===== src/rtl/uart_hex_logger_pkg.sv =====
// Shared definitions for the UART hex logger: ASCII constants, FSM encodings,
// the buffered event record and the nibble-to-ASCII helper.
// Ports: none (package).
package uart_hex_logger_pkg;

  localparam logic [7:0] ASCII_COLON = 8'h3A;
  localparam logic [7:0] ASCII_CR    = 8'h0D;
  localparam logic [7:0] ASCII_LF    = 8'h0A;

  // A line is "AAAA:DD\r\n": character indices 0..8.
  localparam logic [3:0] LAST_IDX = 4'd8;

  localparam int EVT_W = 24;

  typedef enum logic {
    LOG_IDLE = 1'b0,
    LOG_EMIT = 1'b1
  } log_state_t;

  typedef struct packed {
    logic [15:0] addr;
    logic [7:0]  data;
  } evt_t;

  // Uppercase hex digit for one nibble.
  function automatic logic [7:0] hex_ascii(input logic [3:0] nibble);
    logic [7:0] n8;
    n8 = {4'h0, nibble};
    if (nibble < 4'd10) begin
      return 8'h30 + n8;
    end
    return 8'h41 + (n8 - 8'd10);
  endfunction

endpackage


===== src/rtl/uart_hex_logger_if.sv =====
// Event-tap and transmitter byte interface of the hex logger.
// master: the logger (consumes events and tx_ready, drives tx_write/tx_data).
// slave : the environment (debug tap + UART transmitter).
interface uart_hex_logger_if;
  logic        evt_strobe;
  logic [15:0] evt_addr;
  logic [7:0]  evt_data;
  logic        tx_ready;
  logic        tx_write;
  logic [7:0]  tx_data;

  modport master (
    input  evt_strobe, evt_addr, evt_data, tx_ready,
    output tx_write, tx_data
  );

  modport slave (
    output evt_strobe, evt_addr, evt_data, tx_ready,
    input  tx_write, tx_data
  );
endinterface


===== src/rtl/uart_hex_logger_event_fifo.sv =====
// Synchronous show-ahead FIFO with async active-high reset.
// Latency: a push is visible on dout the cycle after; dout valid while !empty.
// Backpressure: push ignored when full, pop ignored when empty.
// Ports: clk, rst, push, pop, din[WIDTH], dout[WIDTH], empty, full, count[DEPTH_LOG2+1].
module event_fifo #(
  parameter int WIDTH      = 24,
  parameter int DEPTH_LOG2 = 3
) (
  input  logic                  clk,
  input  logic                  rst,
  input  logic                  push,
  input  logic                  pop,
  input  logic [WIDTH-1:0]      din,
  output logic [WIDTH-1:0]      dout,
  output logic                  empty,
  output logic                  full,
  output logic [DEPTH_LOG2:0]   count
);

  localparam int DEPTH = 1 << DEPTH_LOG2;

  logic [WIDTH-1:0]      mem [DEPTH];
  logic [DEPTH_LOG2-1:0] wr_ptr;
  logic [DEPTH_LOG2-1:0] rd_ptr;
  logic                  push_ok;
  logic                  pop_ok;

  // count never exceeds DEPTH, so its MSB alone means full.
  assign full    = count[DEPTH_LOG2];
  assign empty   = (count == '0);
  assign push_ok = push && !full;
  assign pop_ok  = pop && !empty;
  assign dout    = mem[rd_ptr];

  always_ff @(posedge clk or posedge rst) begin
    if (rst) begin
      wr_ptr <= '0;
      rd_ptr <= '0;
      count  <= '0;
    end else begin
      if (push_ok) wr_ptr <= wr_ptr + 1'b1;
      if (pop_ok)  rd_ptr <= rd_ptr + 1'b1;
      case ({push_ok, pop_ok})
        2'b10:   count <= count + 1'b1;
        2'b01:   count <= count - 1'b1;
        default: count <= count;
      endcase
    end
  end

  // Storage needs no reset: entries are only read after being written.
  always_ff @(posedge clk) begin
    if (push_ok) mem[wr_ptr] <= din;
  end

endmodule


===== src/rtl/uart_hex_logger.sv =====
// Buffers (addr,data) debug events and prints each as "AAAA:DD\r\n" to a UART transmitter.
// Latency: first byte offered two cycles after the strobe when idle; one IDLE cycle between lines.
// Backpressure: events are never stalled (overflow is counted); bytes wait on tx_ready.
// Ports: clk, rst; bus (master): evt_strobe/evt_addr/evt_data in, tx_ready in,
//        tx_write/tx_data out; busy out; drop_count[8] out (saturating).
module uart_hex_logger
  import uart_hex_logger_pkg::*;
#(
  parameter int DEPTH_LOG2 = 3
) (
  input  logic                   clk,
  input  logic                   rst,
  uart_hex_logger_if.master      bus,
  output logic                   busy,
  output logic [7:0]             drop_count
);

  localparam logic [DEPTH_LOG2:0] FIFO_DEPTH = (DEPTH_LOG2+1)'(1 << DEPTH_LOG2);

  log_state_t            state;
  logic [3:0]            idx;
  evt_t                  line;
  evt_t                  head;
  logic                  fifo_empty;
  logic                  fifo_full;
  logic [DEPTH_LOG2:0]   fifo_count;
  logic                  push;
  logic                  pop;
  logic                  xfer;
  logic [7:0]            char_sel;

  // Admission uses the registered count only, so a same-cycle pop never frees a slot.
  assign push = bus.evt_strobe && (fifo_count < FIFO_DEPTH);
  // The head is taken as soon as we are idle; it does not wait for tx_ready.
  assign pop  = (state == LOG_IDLE) && !fifo_empty;

  event_fifo #(
    .WIDTH      (EVT_W),
    .DEPTH_LOG2 (DEPTH_LOG2)
  ) u_fifo (
    .clk   (clk),
    .rst   (rst),
    .push  (push),
    .pop   (pop),
    .din   ({bus.evt_addr, bus.evt_data}),
    .dout  (head),
    .empty (fifo_empty),
    .full  (fifo_full),
    .count (fifo_count)
  );

  // Offer follows tx_ready directly, so every offer is an accepted transfer.
  assign bus.tx_write = (state == LOG_EMIT) && bus.tx_ready;
  assign xfer         = bus.tx_write;

  always_ff @(posedge clk or posedge rst) begin
    if (rst) begin
      state <= LOG_IDLE;
      idx   <= '0;
      line  <= '0;
    end else begin
      case (state)
        LOG_IDLE: begin
          if (!fifo_empty) begin
            line  <= head;
            idx   <= '0;
            state <= LOG_EMIT;
          end
        end
        LOG_EMIT: begin
          if (xfer) begin
            if (idx == LAST_IDX) begin
              state <= LOG_IDLE;
            end else begin
              idx <= idx + 4'd1;
            end
          end
        end
        default: state <= LOG_IDLE;
      endcase
    end
  end

  always_ff @(posedge clk or posedge rst) begin
    if (rst) begin
      drop_count <= '0;
    end else if (bus.evt_strobe && fifo_full && (drop_count != 8'hFF)) begin
      drop_count <= drop_count + 8'd1;
    end
  end

  always_comb begin
    char_sel = 8'h00;
    case (idx)
      4'd0:    char_sel = hex_ascii(line.addr[15:12]);
      4'd1:    char_sel = hex_ascii(line.addr[11:8]);
      4'd2:    char_sel = hex_ascii(line.addr[7:4]);
      4'd3:    char_sel = hex_ascii(line.addr[3:0]);
      4'd4:    char_sel = ASCII_COLON;
      4'd5:    char_sel = hex_ascii(line.data[7:4]);
      4'd6:    char_sel = hex_ascii(line.data[3:0]);
      4'd7:    char_sel = ASCII_CR;
      4'd8:    char_sel = ASCII_LF;
      default: char_sel = 8'h00;
    endcase
  end

  // Derived only from registers, so it cannot move while tx_ready is low.
  assign bus.tx_data = (state == LOG_EMIT) ? char_sel : 8'h00;
  assign busy        = !fifo_empty || (state == LOG_EMIT);

endmodule


===== src/flat_wrapper.sv =====
// flat-port wrapper written by rule: the top's interface ports become plain ports
module uart_hex_logger_flat import uart_hex_logger_pkg::*;
#(
  parameter int DEPTH_LOG2 = 3
)
  (clk, rst, busy, drop_count, bus_evt_strobe, bus_evt_addr, bus_evt_data, bus_tx_ready, bus_tx_write, bus_tx_data);
  uart_hex_logger_if bus_i ();
  input  logic clk;
  input  logic rst;
  output logic busy;
  output logic [7:0] drop_count;
  input wire logic [$bits(bus_i.evt_strobe)-1:0] bus_evt_strobe;
  input wire logic [$bits(bus_i.evt_addr)-1:0] bus_evt_addr;
  input wire logic [$bits(bus_i.evt_data)-1:0] bus_evt_data;
  input wire logic [$bits(bus_i.tx_ready)-1:0] bus_tx_ready;
  output wire logic [$bits(bus_i.tx_write)-1:0] bus_tx_write;
  output wire logic [$bits(bus_i.tx_data)-1:0] bus_tx_data;
  assign bus_i.evt_strobe = bus_evt_strobe;
  assign bus_i.evt_addr = bus_evt_addr;
  assign bus_i.evt_data = bus_evt_data;
  assign bus_i.tx_ready = bus_tx_ready;
  assign bus_tx_write = bus_i.tx_write;
  assign bus_tx_data = bus_i.tx_data;
  uart_hex_logger #(.DEPTH_LOG2(DEPTH_LOG2)) u_core (.clk(clk), .rst(rst), .bus(bus_i), .busy(busy), .drop_count(drop_count));
endmodule

===== config.mk =====
export PLATFORM = sky130hd
export DESIGN_NAME = uart_hex_logger_flat
export DESIGN_NICKNAME = d
export VERILOG_FILES = /design/src/rtl/uart_hex_logger_pkg.sv /design/src/rtl/uart_hex_logger_if.sv /design/src/rtl/uart_hex_logger_event_fifo.sv /design/src/rtl/uart_hex_logger.sv /design/src/flat_wrapper.sv
export SDC_FILE = /design/constraint.sdc
export NUM_CORES = 1
export LEC_CHECK = 0
export BUFFER_PORTS_ARGS = -buffer_cell sky130_fd_sc_hd__buf_4
export CAP_MARGIN = 10
export CORE_ASPECT_RATIO = 0.75
export CORE_UTILIZATION = 60
export DETAILED_ROUTE_END_ITERATION = 8
export HOLD_SLACK_MARGIN = 0.1
export PLACE_DENSITY = 0.78
export SLEW_MARGIN = 20
export SYNTH_ARGS = -nofsm -noshare
export SYNTH_HDL_FRONTEND = slang
export SYNTH_SLANG_ARGS = --single-unit

===== constraint.sdc =====
create_clock -name clk -period 7.3 [get_ports clk]
set_clock_uncertainty 0.2 [all_clocks]
set_input_delay 0 -clock clk [delete_from_list [all_inputs] [get_ports clk]]
set_output_delay 0 -clock clk [all_outputs]
set_load 0.005 [all_outputs]

=== After elaboration in Yosys (flattened, before gate mapping) ===
Memories as Yosys holds them, arrays and structs flattened. A register that Yosys moved wholly into a read port is not among the register bits.
Index checks and enable logic that the tools add are counted.

* $add $sub $neg: 24
* Magnitude comparators: 7
* Equality and inequality tests: 14
* Multiplexer cells: 37
* Bitwise gates (word level): 2
* Reductions and logical operators: 15

{| class="wikitable"
|+ Operators by type and width
! cell !! count
|-
| 8-bit 2-to-1 mux || 13
|-
| 8-bit case mux with 9 select lines || 1
|-
| 7-bit by 8-bit adder with 8-bit output, first input constant || 6
|-
| 6-bit by 4-bit adder with 7-bit output, first input constant || 6
|-
| 4-bit by 4-bit subtractor with 5-bit output, second input constant || 6
|-
| 4-bit less-than comparator, second input constant || 7
|-
| 1-bit 2-to-1 mux || 17
|-
| 4-bit by 3-bit equality test with 1-bit output, second input constant || 4
|-
| 4-bit case mux with 2 select lines || 2
|-
| 4-bit 2-to-1 mux || 3
|-
| 4-bit by 1-bit adder with 4-bit output, second input constant || 2
|-
| 8-bit by 1-bit adder with 8-bit output, second input constant || 1
|-
| 4-bit by 2-bit equality test with 1-bit output, second input constant || 2
|-
| 4-bit zero test || 2
|-
| 8-bit inequality test, second input constant || 1
|-
| 1-bit logical AND || 7
|-
| 3-bit by 1-bit adder with 3-bit output, second input constant || 2
|-
| 2-bit inequality test, second input constant || 3
|-
| 4-bit by 1-bit equality test with 1-bit output, second input constant || 1
|-
| 4-bit equality test, second input constant || 1
|-
| 4-bit by 1-bit subtractor with 4-bit output, second input constant || 1
|-
| 3-bit AND reduction || 1
|-
| 2-bit by 1-bit equality test with 1-bit output, second input constant || 1
|-
| 2-bit equality test, second input constant || 1
|-
| other kinds (6) || 8
|}

* Register bits after elaboration: 23
* RAM bits: 192
* Bits of input ports: 28
* Output and inout port bits: 18
* Word-level logic and storage cells: 106
* Memories kept: 1

{| class="wikitable"
|+ Memories
! name !! depth !! width !! rd ports !! clocked after memory_dff !! write ports !! line !! source
|-
| u_core.u_fifo.mem || 8 || 24 || 1 || 1 || 1 || uart_hex_logger_event_fifo.sv:22 || <nowiki>logic [WIDTH-1:0] mem [DEPTH];</nowiki>
|}

=== Depth between registers and ports, before layout ===
Gate-level depths: netlist of the first run.

* Depth in word-level cells: 6
* Gate-level depth with buffers: 10
* Mapped depth without buffers: 9

=== Modules after synthesis ===
A second synthesis of the first run with hierarchy kept.

* Cell total of the unflattened synthesis: 675
* Area total of the unflattened synthesis: 10837.9 µm²

{| class="wikitable"
|+ By module, submodules not included
! module !! times used !! cells each !! area an instance (µm²) !! sequential area each (µm²)
|-
| event_fifo || 1 || 346 || 7896.3 || 6015.8
|-
| uart_hex_logger || 1 || 329 || 2941.6 || 925.9
|}

=== Least setup slack after synthesis of the first run ===
No wires, ideal clock.

* Kind: reg-to-reg
* Start point: register u_core.u_fifo.count[3]
* End point: memory u_core.u_fifo.mem[0][0] (enable)
* Setup time: 0.435 ns
* Arrival: 2.541 ns
* Data required time: 6.665 ns
* Path slack: 4.124 ns
* Stages on the path, launching flop included: 4
* Path through: dfrtp_1 nor2b_1 nand2b_1 nor3_1

* Cells in the longest elaborated chain, start to end: 5
* Elaborated cells between the ends (all ways): 6
* Those cells by class: order compare (1); mux (2); reduce/logical (3)

{| class="wikitable"
|+ RTL lines
! element !! line !! source
|-
| start: declaration || uart_hex_logger_event_fifo.sv:17 || <nowiki>output logic [DEPTH_LOG2:0] count</nowiki>
|-
| start signal: assignment || uart_hex_logger_event_fifo.sv:44 || <nowiki>2'b10: count <= count + 1'b1;</nowiki>
|-
| start signal: assignment || uart_hex_logger_event_fifo.sv:45 || <nowiki>2'b01: count <= count - 1'b1;</nowiki>
|-
| start signal: assignment || uart_hex_logger_event_fifo.sv:46 || <nowiki>default: count <= count;</nowiki>
|-
| 4-bit less-than comparator || uart_hex_logger.sv:33 || <nowiki>assign push = bus.evt_strobe && (fifo_count < FIFO_DEPTH);</nowiki>
|-
| 1-bit logical AND || uart_hex_logger.sv:33 ||
|-
| 1-bit logical AND * || uart_hex_logger_event_fifo.sv:31 || <nowiki>assign push_ok = push && !full;</nowiki>
|-
| 1-bit 2-to-1 mux * || uart_hex_logger_event_fifo.sv:53 || <nowiki>if (push_ok) mem[wr_ptr] <= din;</nowiki>
|-
| 1-bit 2-to-1 mux (implied by the code) * || uart_hex_logger_event_fifo.sv:53 ||
|-
| end: declaration || uart_hex_logger_event_fifo.sv:22 ||
|}

Mark *: on every way between the ends. The rest lies on a longest branch, timed or not.

=== Final worst setup path of the first run ===
* Start point: register u_core.line[13] (netlist name)
* End point: output port bus_tx_data[1]

* Cells in the longest elaborated chain, start to end: 6
* Elaborated cells between the ends (all ways): 10
* Those cells by class: add/sub (3); order compare (1); mux (6)

{| class="wikitable"
|+ RTL lines
! element !! line !! source
|-
| start: declaration || uart_hex_logger.sv:22 || <nowiki>evt_t line;</nowiki>
|-
| start signal: assignment || uart_hex_logger.sv:60 || <nowiki>line <= '0;</nowiki>
|-
| start signal: assignment || uart_hex_logger.sv:65 || <nowiki>line <= head;</nowiki>
|-
| branches (longest 3 deep; another with 7-bit by 8-bit adder with 8-bit output) || -- ||
|-
| 8-bit 2-to-1 mux * || uart_hex_logger_pkg.sv:32 || <nowiki>return 8'h41 + (n8 - 8'd10);</nowiki>
|-
| 8-bit case mux with 9 select lines * || uart_hex_logger.sv:94 || <nowiki>case (idx)</nowiki>
|-
| 8-bit 2-to-1 mux * || uart_hex_logger.sv:109 || <nowiki>assign bus.tx_data = (state == LOG_EMIT) ? char_sel : 8'h00;</nowiki>
|-
| end: declaration || flat_wrapper.sv:17 || <nowiki>output wire logic [$bits(bus_i.tx_data)-1:0] bus_tx_data;</nowiki>
|}

Mark *: on every way between the ends. The select of a mux whose other input is x is not followed.

==> results of run 1 <==
-- where the power goes --
group / internal (mW) / total (mW) / switching, mW
combinational: 0.837 / 1.87 / 1.03
sequential: 1.74 / 1.92 / 0.182
clock: 0.666 / 1.16 / 0.490
-- per-layer routing --
metal,vias to the layer above,wire length [µm]
li1,2752,-
met1,3015,9853
met2,157,10360
met3,29,971
met4,0,354
met5,-,0
-- worst max-delay path, cell delays in order (launching register included) --
cell and delay [ps]:
dfrtp_1 380, inv_1 90, ha_1 200, inv_1 50, ha_1 320, mux2_2 400, nand3_1 110, a21oi_1 70
a2111oi_0 610, nor2_1 120, buf_4 170
-- cells by family (layout without fill, tap and decap cells) --
family / count (synthesis) / in the layout / share of synthesized area
adders and majority gates: 35 / 35 / 0.04220
and+or+nand+nor: 125 / 125 / 0.05274
other: 1 / 1 / 0.0003552
buffers and inverters: 54 / 170 / 0.02560
AOI/OAI and AO/OA: 86 / 86 / 0.04943
DFF: 239 / 239 / 0.6576
xor gates and xnor gates: 39 / 39 / 0.03236
muxes: 86 / 86 / 0.1397
-- sequential cells by signal (all words and copies together), names as in the netlist --
signal / count
u_core.u_fifo.mem: 192
u_core.line: 24
u_core.drop_count: 8
u_core.idx: 4
u_core.u_fifo.count: 4
u_core.u_fifo.rd_ptr: 3
u_core.u_fifo.wr_ptr: 3
u_core.state: 1
-- synthesized netlist by cell type (4+ instances only) --
cell | instances | area share
buf_2 | 10 | 0.0047
a31oi_1 | 4 | 0.0024
a21o_1 | 4 | 0.0028
nand4_1 | 6 | 0.0036
clkbuf_1 | 5 | 0.0018
a21oi_1 | 44 | 0.021
inv_1 | 28 | 0.010
a211oi_1 | 5 | 0.0036
nor4_1 | 4 | 0.0024
mux2i_1 | 33 | 0.031
buf_1 | 4 | 0.0014
nand3_1 | 10 | 0.0047
edfxtp_1 | 192 | 0.55
xor2_1 | 17 | 0.014
buf_4 | 4 | 0.0028
mux4_2 | 46 | 0.098
nor2_1 | 52 | 0.018
nand3b_1 | 6 | 0.0043
ha_1 | 34 | 0.040
o21ai_0 | 10 | 0.0047
nand2_1 | 35 | 0.012
mux2_2 | 5 | 0.0053
dfrtp_1 | 47 | 0.11
xnor2_1 | 22 | 0.018
o22ai_1 | 6 | 0.0036
-- final timing paths --
check	startpoint	end	slack, ps	cells past startpoint
min	bus_tx_ready	u_core.state	250	4
max	u_core.line[13]	bus_tx_data[1]	4080	10
max reg2reg	u_core.u_fifo.count[1]	u_core.u_fifo.count[3]	4310	10
min reg2reg	u_core.drop_count[4]	u_core.drop_count[4]	290	1
min in group asynchronous	rst	u_core.u_fifo.count[3]	530	4
max in group asynchronous	rst	u_core.u_fifo.rd_ptr[1]	5830	4
-- layout by cell type (no fill, tap or decap), types with 7 or more instances in the layout --
cell / instances
nand2_1: 35
o21ai_0: 10
nand3_1: 10
clkbuf_16: 22
ha_1: 34
xor2_1: 17
nor2_1: 45
nor2_4: 7
edfxtp_1: 192
dfrtp_1: 45
a21oi_1: 44
xnor2_1: 22
inv_1: 27
mux2i_1: 33
mux4_2: 46
dlygate4sd3_1: 52
buf_4: 50
-- area by class of cell --
type / instances / area (µm²)
sequential: 239 / 6944
fill: 1096 / 4654
multi-input combinational: 372 / 3407
timing repair buffer: 102 / 895.9
clock buffer: 27 / 569.3
tap: 236 / 295.3
clock inverter: 13 / 158.9
inverter: 28 / 106.4
==> impl_metrics.ini, run 1 <==
[run_status]
status = finished, final reports clean

[power_and_ir_drop]
power_density_nw_per_um2 = 399.5
total_power_mw = 4.944
ir_worst_vdd_uv = 237.8
power.leakage_nw = 4.447

[logic_synthesis]
synthDistinctLibCells = 46
synth_ff_type = edfxtp_1
avgSynthCellArea_um2 = 15.87
synth_seq_cells = 239
syn_nets = 728
async_flop_share = 0.1967
synth_cells = 665
synth_seq_area_share = 0.6576
ys.warnings.count = 0
synth_edf_count = 192
synth_area_um2 = 10560

[global_routing]
antenna_found_initial = 0
grt.met2_usage = 0.4126
grtUsageMet1 = 0.3568
track_usage = 0.2489
grt_pass1_wl_um = 33180
grt_pass1_vias = 5973
grt_max_degree = 56
top_usage_layer = met2
grt_use_met3 = 0.03940
grt_overflow = 0

[clock_tree]
root_buffer = clkbuf_16
cts_buffer_depth = 3
post_cts_buffers = 0
cts_sinks = 239
htree_levels = 1
cts_resized = 0
holdBufCountCts = 51
clk_latency_ps = 520
cts_buffers = 22
clk_transition_reported_paths_ps = 60
cts_tree = yes

[routing]
drc = 0
drtIter0Drc = 483
wl_um = 21540
routedWlPerCell_um = 21.18
via_count = 5953
dr.pass1.iters = 5
antenna_left = 0
viasPerCell = 5.853

[timing]
worst_hold_slack_ps = 246.4
period_needed_ps = 3218
rsz0062_at_grt = no
setup_ws_ps = 4082
slew_viol_final = 0
slew_headroom = 0.3423
setup_viol = 0
fin_crit_sh = 0.4408
tns_ps = 0
max_freq_mhz = 310.7
final_hold_viol_count = 0
worst-slew-pin-transition_ps = 984.2

[place]
dpl.hpwl_um = 12630
portBuffers = 44
post-place-cells = 925
dp_slack_ps = 4309
placed_area_um2 = 11130
gp_congestion = 0.9084

[die]
coreArea_um2 = 17030
chipWidth_um = 155.2
start_util = 0.6198
num_rows = 41
die-height_um = 116.9
io_pins = 46
dieArea_um2 = 18130

[layout]
instances_no_fill = 1017
drive_gt1_frac = 0.1844
nets = 828
stdcell_area_um2 = 12380
syn_to_final_growth_pct = 17.25
n_antenna_cell = 0
post-route-util = 0.7267

[worst_setup_path]
path_max_fanout = 8
crit_path_end_kind = output pin
worst_ep_arrival_time_ps = 3020
crit_type = reg2out
required_ps = 7100
start_kind = register

[run]
drv_cap = 0

[worst_hold_path]
hp-class = in2reg
No activity file was read; power rests on OpenSTA's default activity.
==> run 2: changes to the inputs <==
clock period = 3.02 ns   (was 7.3 ns; I/O delays follow)
==> impl_metrics.ini, run 2 (synthesized netlist as in run 1, its figures left out) <==
[run_status]
status = finished, final reports clean

[layout]
largest_reg_flops = 192
instances_no_fill = 1034
nets = 844
final_common_cell = edfxtp_1
stdcell_area_um2 = 12580
post-route-util = 0.7386
reg_top3 = u_core.u_fifo.mem (192), u_core.line (24), u_core.drop_count (8)
register_area_um2 = 6944
layout_common_cells = edfxtp_1 (192), buf_4 (63), dlygate4sd3_1 (52), mux4_2 (46)
n_antenna_cell = 0
largest-register = u_core.u_fifo.mem
multi_input_area_um2 = 3440
fill_cells = 1045
syn_to_final_growth_pct = 19.17
drive_gt1_frac = 0.2118

[power_and_ir_drop]
pwr-share-clk = 0.235
total_power_mw = 12.38
power.leakage_nw = 4.547
power_frac_seq = 0.381
swShare = 0.3433
power_density_nw_per_um2 = 984.0
p_int_mw = 8.129
ir_worst_vdd_uv = 514.1
p_sw_mw = 4.250
p_comb_frac = 0.384

[clock_tree]
clk_transition_reported_paths_ps = 60
clk_latency_ps = 530
cts_buffer_depth = 3
cts_tree = yes
cts_sinks = 239
htree_levels = 1
cts_buffers = 23
root_buffer = clkbuf_16

[routing]
via_count = 6159
routedWlPerCell_um = 21.53
drc = 0
antenna_left = 0
drtIter0Drc = 592
dr.pass1.iters = 5
viasPerCell = 5.956
wl_um = 22260

[timing]
final_hold_viol_count = 0
worst-slew-pin-transition_ps = 850.1
fin_crit_sh = 0.9633
setup_viol = 0
rsz0062_at_grt = no
slew_headroom = 0.4326
period_needed_ps = 2909
setup_ws_ps = 110.8
slew_viol_final = 0
max_freq_mhz = 343.7
worst_hold_slack_ps = 235.6
tns_ps = 0

[global_routing]
grt_pass1_vias = 6312
track_usage = 0.2549
antenna_found_initial = 0
grt_overflow = 0
grt_pass1_wl_um = 34020
grt_max_degree = 55

[place]
dp_slack_ps = 165.7
post-place-cells = 935
dpl.hpwl_um = 12870
placed_area_um2 = 11210
portBuffers = 44
gp_congestion = 0.9452

[worst_setup_path]
cp_slowest_cell = a2111oi_2
worst_ep_arrival_time_ps = 2710
crit_top_cell = buf_4
cp_cell_sequence = inv_1 > ha_1 > inv_2 > ha_4 > mux2_2 > nand3_1 > a21oi_1 > a2111oi_2 > buf_4 > nor2_1 > buf_4
path_max_fanout = 6
crit_type = reg2out
required_ps = 2820
start_kind = register
crit_path_end_kind = output pin
slowest_delay_ps = 450

[die]
dieArea_um2 = 18130
coreArea_um2 = 17030
start_util = 0.6198
num_rows = 41
die-height_um = 116.9
io_pins = 46
chipWidth_um = 155.2

[worst_hold_path]
hp-class = in2reg

[run]
drv_cap = 0
-- run 2: final timing paths --
| check | from | endpoint | slack, ps | depth (start not counted) |
|---|---|---|---|---|
| setup / recovery | u_core.line[13] | bus_tx_data[1] | 110 | 11 |
| hold / removal | bus_tx_ready | u_core.state | 240 | 4 |
| setup reg to reg | u_core.u_fifo.count[0] | u_core.u_fifo.count[3] | 590 | 10 |
| hold reg to reg | u_core.drop_count[6] | u_core.drop_count[6] | 290 | 1 |
| max in group asynchronous | rst | u_core.u_fifo.rd_ptr[1] | 1510 | 4 |
| min in group asynchronous | rst | u_core.line[22] | 560 | 4 |
-- run 2: critical path: cells and delay by family (launching register included) --
family / cells / cell delay, ps
buffers and inverters: 4 / 480
adders and majority gates: 2 / 360
AOI/OAI and AO/OA: 2 / 530
DFF: 1 / 340
and+or+nand+nor: 2 / 130
muxes: 1 / 350
-- run 2: layout make-up --
class                   count  area share
multi-input cells         372      0.2734
well taps                 236     0.02347
repair buffers            117     0.08216
clock buffers              30     0.04784
flip-flops and latches    239      0.5520
clock inverters            12     0.01263
inverters                  28    0.008454
-- run 2: per-layer routing --
| metal | GRT usage | routed length [µm] |
|---|---|---|
| met1 | 0.3539 | 9757 |
| met2 | 0.4225 | 10520 |
| met3 | 0.03535 | 1457 |
| met4 | 0.09043 | 531 |
| met5 | 0 | 0 |
-- run 2: power by group through the flow --
stage	Sequential (mW)	Combinational, mW	Clock [mW]
after floorplan	4.57	3.35	0
after global placement	4.71	4.33	0
final	4.72	4.75	2.91
after global routing	4.79	5.20	3.06
after detailed placement	4.76	4.48	0
after CTS	4.71	4.61	2.92
-- run 2: what timing repair did --
item                                    CTS  global route
buffers inserted                          0             5
pin swaps                                 1             1
hold endpoints to repair                258            47
gates resized for setup                   5             7
endpoints found under the setup margin    1             2
hold buffers                             51             1
